## src/rtl/axil_adder_pkg.sv

```systemverilog
// Shared definitions for the AXI4-Lite adder slave: register offsets,
// response codes and the write/read channel FSM state types.
package axil_adder_pkg;

  // Byte offsets of the register map; address bits [1:0] are not decoded.
  localparam int unsigned ADDR_OP_A   = 32'h00;
  localparam int unsigned ADDR_OP_B   = 32'h04;
  localparam int unsigned ADDR_SUM    = 32'h18;
  localparam int unsigned ADDR_STATUS = 32'h1C;

  localparam logic [1:0] RESP_OKAY   = 2'b00;
  localparam logic [1:0] RESP_SLVERR = 2'b10;

  typedef enum logic {
    W_IDLE = 1'b0,
    W_RESP = 1'b1
  } wstate_e;

  typedef enum logic {
    R_IDLE = 1'b0,
    R_DATA = 1'b1
  } rstate_e;

endpackage

```

## src/rtl/axil_adder_core.sv

```systemverilog
// Operand registers with byte-strobe merge and a one-cycle registered adder.
// Build option: define ADDER_SAT_EN to saturate SUM to all ones on carry out;
// otherwise SUM wraps modulo 2^DATA_WIDTH.
// Ports:
//   clk_i, rst_i        clock, synchronous active-high reset
//   wr_a_i, wr_b_i      commit strobe for OP_A / OP_B
//   wdata_i, wstrb_i    write data and byte strobes
//   op_a_o, op_b_o      current operand values
//   sum_o, carry_o      registered sum and carry out
//   valid_o             sum reflects the most recently written operands
module axil_adder_core
  import axil_adder_pkg::*;
#(
  parameter int unsigned DATA_WIDTH = 32
) (
  input  logic                    clk_i,
  input  logic                    rst_i,
  input  logic                    wr_a_i,
  input  logic                    wr_b_i,
  input  logic [DATA_WIDTH-1:0]   wdata_i,
  input  logic [DATA_WIDTH/8-1:0] wstrb_i,
  output logic [DATA_WIDTH-1:0]   op_a_o,
  output logic [DATA_WIDTH-1:0]   op_b_o,
  output logic [DATA_WIDTH-1:0]   sum_o,
  output logic                    carry_o,
  output logic                    valid_o
);

  localparam int unsigned STRB_W = DATA_WIDTH / 8;

  logic [DATA_WIDTH-1:0] op_a_q, op_a_d;
  logic [DATA_WIDTH-1:0] op_b_q, op_b_d;
  logic [DATA_WIDTH-1:0] sum_q, sum_d;
  logic                  carry_q;
  logic                  valid_q, valid_d;
  logic                  pend_q;
  logic [DATA_WIDTH:0]   add_c;
  logic                  wr_any_c;

  assign wr_any_c = wr_a_i | wr_b_i;

  // Byte-lane merge of write data into the selected operand.
  always_comb begin
    op_a_d = op_a_q;
    op_b_d = op_b_q;
    for (int i = 0; i < int'(STRB_W); i++) begin
      if (wstrb_i[i]) begin
        if (wr_a_i) op_a_d[8*i +: 8] = wdata_i[8*i +: 8];
        if (wr_b_i) op_b_d[8*i +: 8] = wdata_i[8*i +: 8];
      end
    end
  end

  // Full-width add so the carry out is kept.
  always_comb begin
    add_c = {1'b0, op_a_q} + {1'b0, op_b_q};
`ifdef ADDER_SAT_EN
    sum_d = add_c[DATA_WIDTH] ? {DATA_WIDTH{1'b1}} : add_c[DATA_WIDTH-1:0];
`else
    sum_d = add_c[DATA_WIDTH-1:0];
`endif
  end

  // VALID drops on an operand commit and returns once the adder has caught up;
  // it stays low out of reset until the first operand write.
  always_comb begin
    valid_d = wr_any_c ? 1'b0 : (valid_q | pend_q);
  end

  always_ff @(posedge clk_i) begin
    if (rst_i) begin
      op_a_q  <= '0;
      op_b_q  <= '0;
      sum_q   <= '0;
      carry_q <= 1'b0;
      valid_q <= 1'b0;
      pend_q  <= 1'b0;
    end else begin
      op_a_q  <= op_a_d;
      op_b_q  <= op_b_d;
      sum_q   <= sum_d;
      carry_q <= add_c[DATA_WIDTH];
      valid_q <= valid_d;
      pend_q  <= wr_any_c;
    end
  end

  assign op_a_o  = op_a_q;
  assign op_b_o  = op_b_q;
  assign sum_o   = sum_q;
  assign carry_o = carry_q;
  assign valid_o = valid_q;

endmodule

```

## src/rtl/axil_adder_slave.sv

```systemverilog
// AXI4-Lite slave exposing two RW operands (0x00, 0x04) and their registered
// sum (0x18) and status {VALID, CARRY} (0x1C). Independent write and read FSMs.
// Build option: ADDER_SAT_EN (saturating sum, handled in axil_adder_core).
// Ports: s1_axi_aclk / s1_axi_areset (sync, active-high), AXI4-Lite AW, W, B,
// AR and R channels on the s1_axi_* prefix. The ready outputs are decoded
// from FSM state and the request valids so a handshake completes in the
// cycle the request is presented.
module axil_adder_slave
  import axil_adder_pkg::*;
#(
  parameter int unsigned DATA_WIDTH = 32,
  parameter int unsigned ADDR_WIDTH = 8
) (
  input  logic                    s1_axi_aclk,
  input  logic                    s1_axi_areset,
  input  logic [ADDR_WIDTH-1:0]   s1_axi_awaddr,
  input  logic                    s1_axi_awvalid,
  output logic                    s1_axi_awready,
  input  logic [DATA_WIDTH-1:0]   s1_axi_wdata,
  input  logic [DATA_WIDTH/8-1:0] s1_axi_wstrb,
  input  logic                    s1_axi_wvalid,
  output logic                    s1_axi_wready,
  output logic [1:0]              s1_axi_bresp,
  output logic                    s1_axi_bvalid,
  input  logic                    s1_axi_bready,
  input  logic [ADDR_WIDTH-1:0]   s1_axi_araddr,
  input  logic                    s1_axi_arvalid,
  output logic                    s1_axi_arready,
  output logic [DATA_WIDTH-1:0]   s1_axi_rdata,
  output logic [1:0]              s1_axi_rresp,
  output logic                    s1_axi_rvalid,
  input  logic                    s1_axi_rready
);

  localparam int unsigned IW = ADDR_WIDTH - 2;

  localparam logic [IW-1:0] IDX_OP_A   = IW'(ADDR_OP_A >> 2);
  localparam logic [IW-1:0] IDX_OP_B   = IW'(ADDR_OP_B >> 2);
  localparam logic [IW-1:0] IDX_SUM    = IW'(ADDR_SUM >> 2);
  localparam logic [IW-1:0] IDX_STATUS = IW'(ADDR_STATUS >> 2);

  wstate_e               w_state_q, w_state_d;
  rstate_e               r_state_q, r_state_d;
  logic                  bvalid_q, bvalid_d;
  logic [1:0]            bresp_q, bresp_d;
  logic                  rvalid_q, rvalid_d;
  logic [1:0]            rresp_q, rresp_d;
  logic [DATA_WIDTH-1:0] rdata_q, rdata_d;

  logic                  awready_c, wready_c, arready_c, wr_commit_c;
  logic                  aw_is_a_c, aw_is_b_c;
  logic [IW-1:0]         aw_idx, ar_idx;
  logic [DATA_WIDTH-1:0] rd_mux_c;
  logic                  rd_hit_c;

  logic [DATA_WIDTH-1:0] op_a, op_b, sum;
  logic                  carry, valid;

  assign aw_idx    = s1_axi_awaddr[ADDR_WIDTH-1:2];
  assign ar_idx    = s1_axi_araddr[ADDR_WIDTH-1:2];
  assign aw_is_a_c = (aw_idx == IDX_OP_A);
  assign aw_is_b_c = (aw_idx == IDX_OP_B);

  // Byte-offset bits are deliberately not decoded.
  logic unused_addr_bits;
  assign unused_addr_bits = ^{s1_axi_awaddr[1:0], s1_axi_araddr[1:0]};

  axil_adder_core #(
    .DATA_WIDTH (DATA_WIDTH)
  ) u_core (
    .clk_i   (s1_axi_aclk),
    .rst_i   (s1_axi_areset),
    .wr_a_i  (wr_commit_c & aw_is_a_c),
    .wr_b_i  (wr_commit_c & aw_is_b_c),
    .wdata_i (s1_axi_wdata),
    .wstrb_i (s1_axi_wstrb),
    .op_a_o  (op_a),
    .op_b_o  (op_b),
    .sum_o   (sum),
    .carry_o (carry),
    .valid_o (valid)
  );

  // Write channel: address and data are only accepted together.
  always_comb begin
    w_state_d   = w_state_q;
    bvalid_d    = bvalid_q;
    bresp_d     = bresp_q;
    awready_c   = 1'b0;
    wready_c    = 1'b0;
    wr_commit_c = 1'b0;
    case (w_state_q)
      W_IDLE: begin
        if (s1_axi_awvalid && s1_axi_wvalid) begin
          awready_c   = 1'b1;
          wready_c    = 1'b1;
          wr_commit_c = 1'b1;
          bvalid_d    = 1'b1;
          bresp_d     = (aw_is_a_c || aw_is_b_c) ? RESP_OKAY : RESP_SLVERR;
          w_state_d   = W_RESP;
        end
      end
      W_RESP: begin
        if (s1_axi_bready) begin
          bvalid_d  = 1'b0;
          bresp_d   = RESP_OKAY;
          w_state_d = W_IDLE;
        end
      end
      default: w_state_d = W_IDLE;
    endcase
  end

  // Read decode; unmapped addresses return zero with SLVERR.
  always_comb begin
    rd_mux_c = '0;
    rd_hit_c = 1'b1;
    if (ar_idx == IDX_OP_A)        rd_mux_c = op_a;
    else if (ar_idx == IDX_OP_B)   rd_mux_c = op_b;
    else if (ar_idx == IDX_SUM)    rd_mux_c = sum;
    else if (ar_idx == IDX_STATUS) rd_mux_c = {(DATA_WIDTH-2)'(0), valid, carry};
    else                           rd_hit_c = 1'b0;
  end

  // Read channel: data captured on the address handshake edge, so a
  // same-cycle write to the same register is not yet visible.
  always_comb begin
    r_state_d = r_state_q;
    rvalid_d  = rvalid_q;
    rdata_d   = rdata_q;
    rresp_d   = rresp_q;
    arready_c = 1'b0;
    case (r_state_q)
      R_IDLE: begin
        if (s1_axi_arvalid && !rvalid_q) begin
          arready_c = 1'b1;
          rvalid_d  = 1'b1;
          rdata_d   = rd_mux_c;
          rresp_d   = rd_hit_c ? RESP_OKAY : RESP_SLVERR;
          r_state_d = R_DATA;
        end
      end
      R_DATA: begin
        if (s1_axi_rready) begin
          rvalid_d  = 1'b0;
          r_state_d = R_IDLE;
        end
      end
      default: r_state_d = R_IDLE;
    endcase
  end

  always_ff @(posedge s1_axi_aclk) begin
    if (s1_axi_areset) begin
      w_state_q <= W_IDLE;
      bvalid_q  <= 1'b0;
      bresp_q   <= RESP_OKAY;
      r_state_q <= R_IDLE;
      rvalid_q  <= 1'b0;
      rdata_q   <= '0;
      rresp_q   <= RESP_OKAY;
    end else begin
      w_state_q <= w_state_d;
      bvalid_q  <= bvalid_d;
      bresp_q   <= bresp_d;
      r_state_q <= r_state_d;
      rvalid_q  <= rvalid_d;
      rdata_q   <= rdata_d;
      rresp_q   <= rresp_d;
    end
  end

  assign s1_axi_awready = awready_c;
  assign s1_axi_wready  = wready_c;
  assign s1_axi_arready = arready_c;
  assign s1_axi_bvalid  = bvalid_q;
  assign s1_axi_bresp   = bresp_q;
  assign s1_axi_rvalid  = rvalid_q;
  assign s1_axi_rdata   = rdata_q;
  assign s1_axi_rresp   = rresp_q;

endmodule

```

## config.mk

```make
export PLATFORM = sky130hd
export DESIGN_NAME = axil_adder_slave
export DESIGN_NICKNAME = d
export VERILOG_FILES = /design/src/rtl/axil_adder_pkg.sv /design/src/rtl/axil_adder_core.sv /design/src/rtl/axil_adder_slave.sv
export SDC_FILE = /design/constraint.sdc
export NUM_CORES = 1
export LEC_CHECK = 0
export ABC_AREA = 1
export CORE_AREA = 8 8 89 170
export CTS_CLUSTER_DIAMETER = 60
export DETAILED_ROUTE_END_ITERATION = 10
export DIE_AREA = 0 0 97 178
export GPL_ROUTABILITY_DRIVEN = 0
export MAX_ROUTING_LAYER = met4
export PLACE_DENSITY = 0.9
export SETUP_SLACK_MARGIN = 0.02
export SYNTH_ARGS = -nofsm -noshare
export SYNTH_HDL_FRONTEND = slang
export SYNTH_SLANG_ARGS = --single-unit
```

## constraint.sdc

```tcl
create_clock -name s1_axi_aclk -period 2.7 [get_ports s1_axi_aclk]
set_input_delay 0.54 -clock s1_axi_aclk [delete_from_list [all_inputs] [get_ports s1_axi_aclk]]
set_output_delay 0.54 -clock s1_axi_aclk [all_outputs]
set_load 0.005 [all_outputs]
```

Yosys cells after proc, flatten, opt, wreduce, memory -nomap -nowiden
Cells that the tools add are included.
{"block": "totals", "input_bits": 59, "register_bits": 139}
{"block": "classes", "n_addsub": 1, "eq_ne": 8, "muxes": 27, "n_bitwise": 6, "n_reduce_logical": 18}
{"cell": "32-bit two-way mux", "count": 3}
{"cell": "32-bit by 32-bit adder with 33-bit output", "count": 1}
{"cell": "2-bit AND reduction", "count": 11}
{"cell": "1-bit two-way mux", "count": 14}
{"cell": "6-bit by 1-bit equality test with 1-bit output (second input constant)", "count": 2}
{"cell": "6-bit by 3-bit equality test with 1-bit output (second input constant)", "count": 2}
{"cell": "6-bit zero test", "count": 2}
{"cell": "2-bit two-way mux", "count": 5}
{"cell": "2-bit inequality test (second input constant)", "count": 4}
{"cell": "1-bit one-hot mux with 2 select lines", "count": 4}
{"cell": "2-bit one-hot mux with 2 select lines", "count": 1}
{"cell": "1-bit bitwise AND", "count": 2}
{"cell": "1-bit logical AND", "count": 2}
{"cell": "1-bit NOT", "count": 2}
{"cell": "1-bit OR", "count": 2}
{"cell": "2-bit OR reduction", "count": 1}
{"cell": "1-bit zero test", "count": 1}
{"cell": "1-bit logical OR", "count": 1}

Depth between registers and ports, before layout
{"block": "depth", "word_depth": 6, "mapped_depth": 12}

Modules after synthesis
Synthesis repeated with hierarchy kept, for this count alone.
{"block": "unflattened", "cells_unflattened": 1135, "hier_area_um2": 7504.7}
{"module": "axil_adder_core", "instances": 1, "area_per_inst_um2": 5589.1, "cells_each": 875}
{"module": "axil_adder_slave", "instances": 1, "area_per_inst_um2": 1915.6, "cells_each": 260}

Least setup slack after synthesis
OpenSTA, ideal clock, no wires.
{"block": "synth_timing", "path_kind": "reg2reg", "start": "register u_core.op_a_q[0] (netlist: u_core.op_a_o[0])", "end": "register u_core.sum_q[16] (netlist: u_core.sum_o[16])", "path_buffers": 0, "required_time_ns": 2.579, "slack_ns": 0.955, "stages_incl_launch_ff": 11, "setup_time_ns": 0.121, "arrival_ns": 1.624, "cell_sequence": "dfxtp_1 > ha_1 > fa_1 > nand3_1 > nand3_1 > nand2_1 > nand2_1 > nand2_1 > nand2_1 > o21ai_0 > a21oi_1"}
{"block": "synth_between", "elab_chain_len": 1}
{"item": "start, declared", "line_no": "axil_adder_core.sv:31", "source": "logic [DATA_WIDTH-1:0] op_a_q, op_a_d;"}
{"item": "start signal, assigned", "line_no": "axil_adder_core.sv:79", "source": "op_a_q <= op_a_d;"}
{"item": "32-bit by 32-bit adder with 33-bit output", "line_no": "axil_adder_core.sv:56", "source": "add_c = {1'b0, op_a_q} + {1'b0, op_b_q};"}
{"item": "end signal, assigned", "line_no": "axil_adder_core.sv:81", "source": "sum_q <= sum_d;"}
{"item": "end, declared", "line_no": "axil_adder_core.sv:33", "source": "logic [DATA_WIDTH-1:0] sum_q, sum_d;"}
Every way passes these cells.
A chain may end at the register's enable or synchronous reset.

Final worst setup path
{"block": "layout_timing", "start": "input port s1_axi_wvalid", "end": "output port s1_axi_wready"}
{"block": "layout_between", "elab_chain_len": 3}
{"item": "start, declared", "line_no": "axil_adder_slave.sv:21", "source": "input logic s1_axi_wvalid,"}
{"item": "1-bit logical AND", "line_no": "axil_adder_slave.sv:94", "source": "if (s1_axi_awvalid && s1_axi_wvalid) begin"}
{"item": "1-bit two-way mux", "line_no": "axil_adder_slave.sv:94"}
{"item": "1-bit two-way mux", "line_no": "axil_adder_slave.sv:92", "source": "case (w_state_q)"}
{"item": "end, declared", "line_no": "axil_adder_slave.sv:22", "source": "output logic s1_axi_wready,"}
Every way passes these cells.

==> impl_metrics.ini <==
[status]
status = finished clean

[critical_path]
worstPathArrival_ns = 1.84
reg2regPathDepth = 10
cp_max_fo = 4
r2r-start = u_core.op_a_o[0]
criticalPathCategory = primary input to output pin
critPathRequiredTime_ns = 2.16
rrSetupSlack_ns = 0.37
start_kind = primary input
r2r_end = u_core.carry_o
end_kind = output pin

[power]
p_per_area_mw_per_mm2 = 537
ir_worst_vdd_uv = 503
leakage_nw = 4.10

[sta]
fmax_mhz = 420
maxSlewViolCount = 0
slew_headroom = 0.525
hold_violations = 0
setup_tns_ns = 0
period_share = 0.882
fin_skew_ns = 0.0153
setup_violations = 0
rsz0062_at_grt = false
fin_crit_ns = 2.38
tightest_slew_ns = 0.712

[synthesis]
syn_area_per_cell_um2 = 6.58
seq_area_frac_synth = 0.365
netlist_area_mm2 = 0.00751
synth-seq-cells = 137
synth_top_area_cell = dfxtp_1
yosys_most_used_dff = dfxtp_1
ys_top_cells_by_count = nand2_1 (358), a21oi_1 (164), inv_1 (147)
yosys-top-cells-area = dfxtp_1 (37%), nand2_1 (18%), a21oi_1 (11%)
yosys_warnings = 0
yosysMostFrequentCell = nand2_1
async_flop_share = 0
synth_top_area_share = 0.365
yosysUniqueCellTypes = 42
syn-instance-count = 1141
synth_edf_count = 0

[detailed_routing]
wirelength_um = 26400
drtIter0Drc = 734
drc = 0
vias = 8312
routedWlPerCell_um = 18.9
viasPerCell = 5.95
ant_nets = 0
first_pass_iters = 6

[cts]
clk_latency_ns = 0.44
cts_buffers = 17
clk_pin_slew_worst_paths_ns = 0.07
cts_sinks = 137
ctsResizeCount = 0
htree_levels = 4
cts_max_path_buffers = 2
postCtsSetupBuffers = 0
clock-root-buffer = clkbuf_16
holdBufCountCts = 0
cts_tree = yes

[floorplanning]
floorplan.initialDensity = 0.582
core_mm2 = 0.0129
die_area_mm2 = 0.0173
io_pins = 100
rows = 59
dieWidth_um = 97
die_height_um = 178

[global_route]
grt_pass1_wl_um = 41900
grt_antenna_before_repair = 2
grt_max_degree = 60
overflow = 0
grt_pass1_vias = 8454
grtUsageTotal = 0.313

[run]
cap_violations = 0

[place]
io_buffers = 93
hpwl_um = 18100
postPlaceCellArea_mm2 = 0.00856

[min_path]
min-delay-start = u_core.op_b_o[31]
hold_class = register to register
min_to = u_core.op_b_o[31]
worstHoldPathCells = 2

[cells_and_area]
syn_to_final_growth_pct = 22.0
multi_input_area_mm2 = 0.00398
final_area_mm2 = 0.00916
drive_gt1_frac = 0.0603
nFillCells = 978
register_area_mm2 = 0.00274
nets = 1322
[sequential cells by signal (all words and copies together) (netlist names)]
name,flops
r_state_q,1
s1_axi_bresp,1
s1_axi_bvalid,1
s1_axi_rdata,32
s1_axi_rresp,1
s1_axi_rvalid,1
u_core.carry_o,1
u_core.op_a_o,32
u_core.op_b_o,32
u_core.pend_q,1
u_core.sum_o,32
u_core.valid_o,1
w_state_q,1
[final cells by class]
class	count	share of cell area
diodes	2	0.000546
clock buffers	17	0.0464
clock inverters	15	0.0191
inverters	152	0.0628
multi-input cells	813	0.434
flip-flops and latches	137	0.299
well taps	152	0.0208
repair buffers	109	0.117
[metal layers]
layer  track usage  share of wire  vias to the layer above
met5             -              0                        -
met4         0.256          0.077                        0
met3        0.0737          0.093                      146
met2         0.539           0.51                      559
met1         0.290           0.32                     3771
li1              -              -                     3836
[worst max-delay path: stages]
cell,delay [ns]
clkdlybuf4s50_1,0.48
nand2_1,0.09
nor2_4,0.17
clkdlybuf4s50_1,0.55
[power by group]
| group | internal (W) | switching (W) | total, W |
|---|---|---|---|
| combinational | 0.000216 | 0.000210 | 0.000426 |
| sequential | 0.00207 | 0.0000345 | 0.00211 |
| clock | 0.00132 | 0.00106 | 0.00238 |
[stage by stage]
stage           util  std cells  hold WS (ns)  worst slack (ns)  power (W)
4_1_cts        0.709       1395         0.473             0.311    0.00489
6_report       0.709       1397         0.474             0.319    0.00492
2_1_floorplan      -       1142         0.433             0.955    0.00230
5_1_grt        0.709       1397         0.494             0.222    0.00503
3_3_place_gp   0.662       1363         0.451             0.338    0.00256
3_5_place_dp   0.662       1363         0.452             0.287    0.00257
[cell families after synthesis]
logic type	after synthesis	share of synthesized area
AOI/OAI and AO/OA	252	0.179
xor gates and xnor gates	1	0.00117
adders and majority gates	33	0.0560
buffers and inverters	192	0.107
DFF	137	0.365
other	1	0.000499
and+or+nand+nor	525	0.292
[how the worst max path moves through the flow]
stage / start / to / slack [ns] / depth (start not counted)
floorplan: u_core.op_a_o[0] / u_core.sum_o[16] / 0.96 / 10
global placement: s1_axi_awaddr[7] / u_core.op_b_o[15] / 0.34 / 8
detailed placement: s1_axi_awaddr[7] / u_core.op_b_o[7] / 0.29 / 8
CTS: s1_axi_wvalid / s1_axi_wready / 0.31 / 4
global route: u_core.op_a_o[0] / u_core.carry_o / 0.22 / 10
finish: s1_axi_wvalid / s1_axi_wready / 0.32 / 4
[placed cells by master, fill, tap and decap left out, types with 8 or more instances in the layout]
cell             count
buf_4               14
clkbuf_16           17
ha_1                32
inv_1              146
a21oi_1            164
nand4_1              8
o21ai_0             58
a41oi_1             10
dfxtp_1            137
nand2_1            358
nor2_1              84
clkdlybuf4s50_1     92
nand3_1             45
No activity file was read; power rests on OpenSTA's default activity.
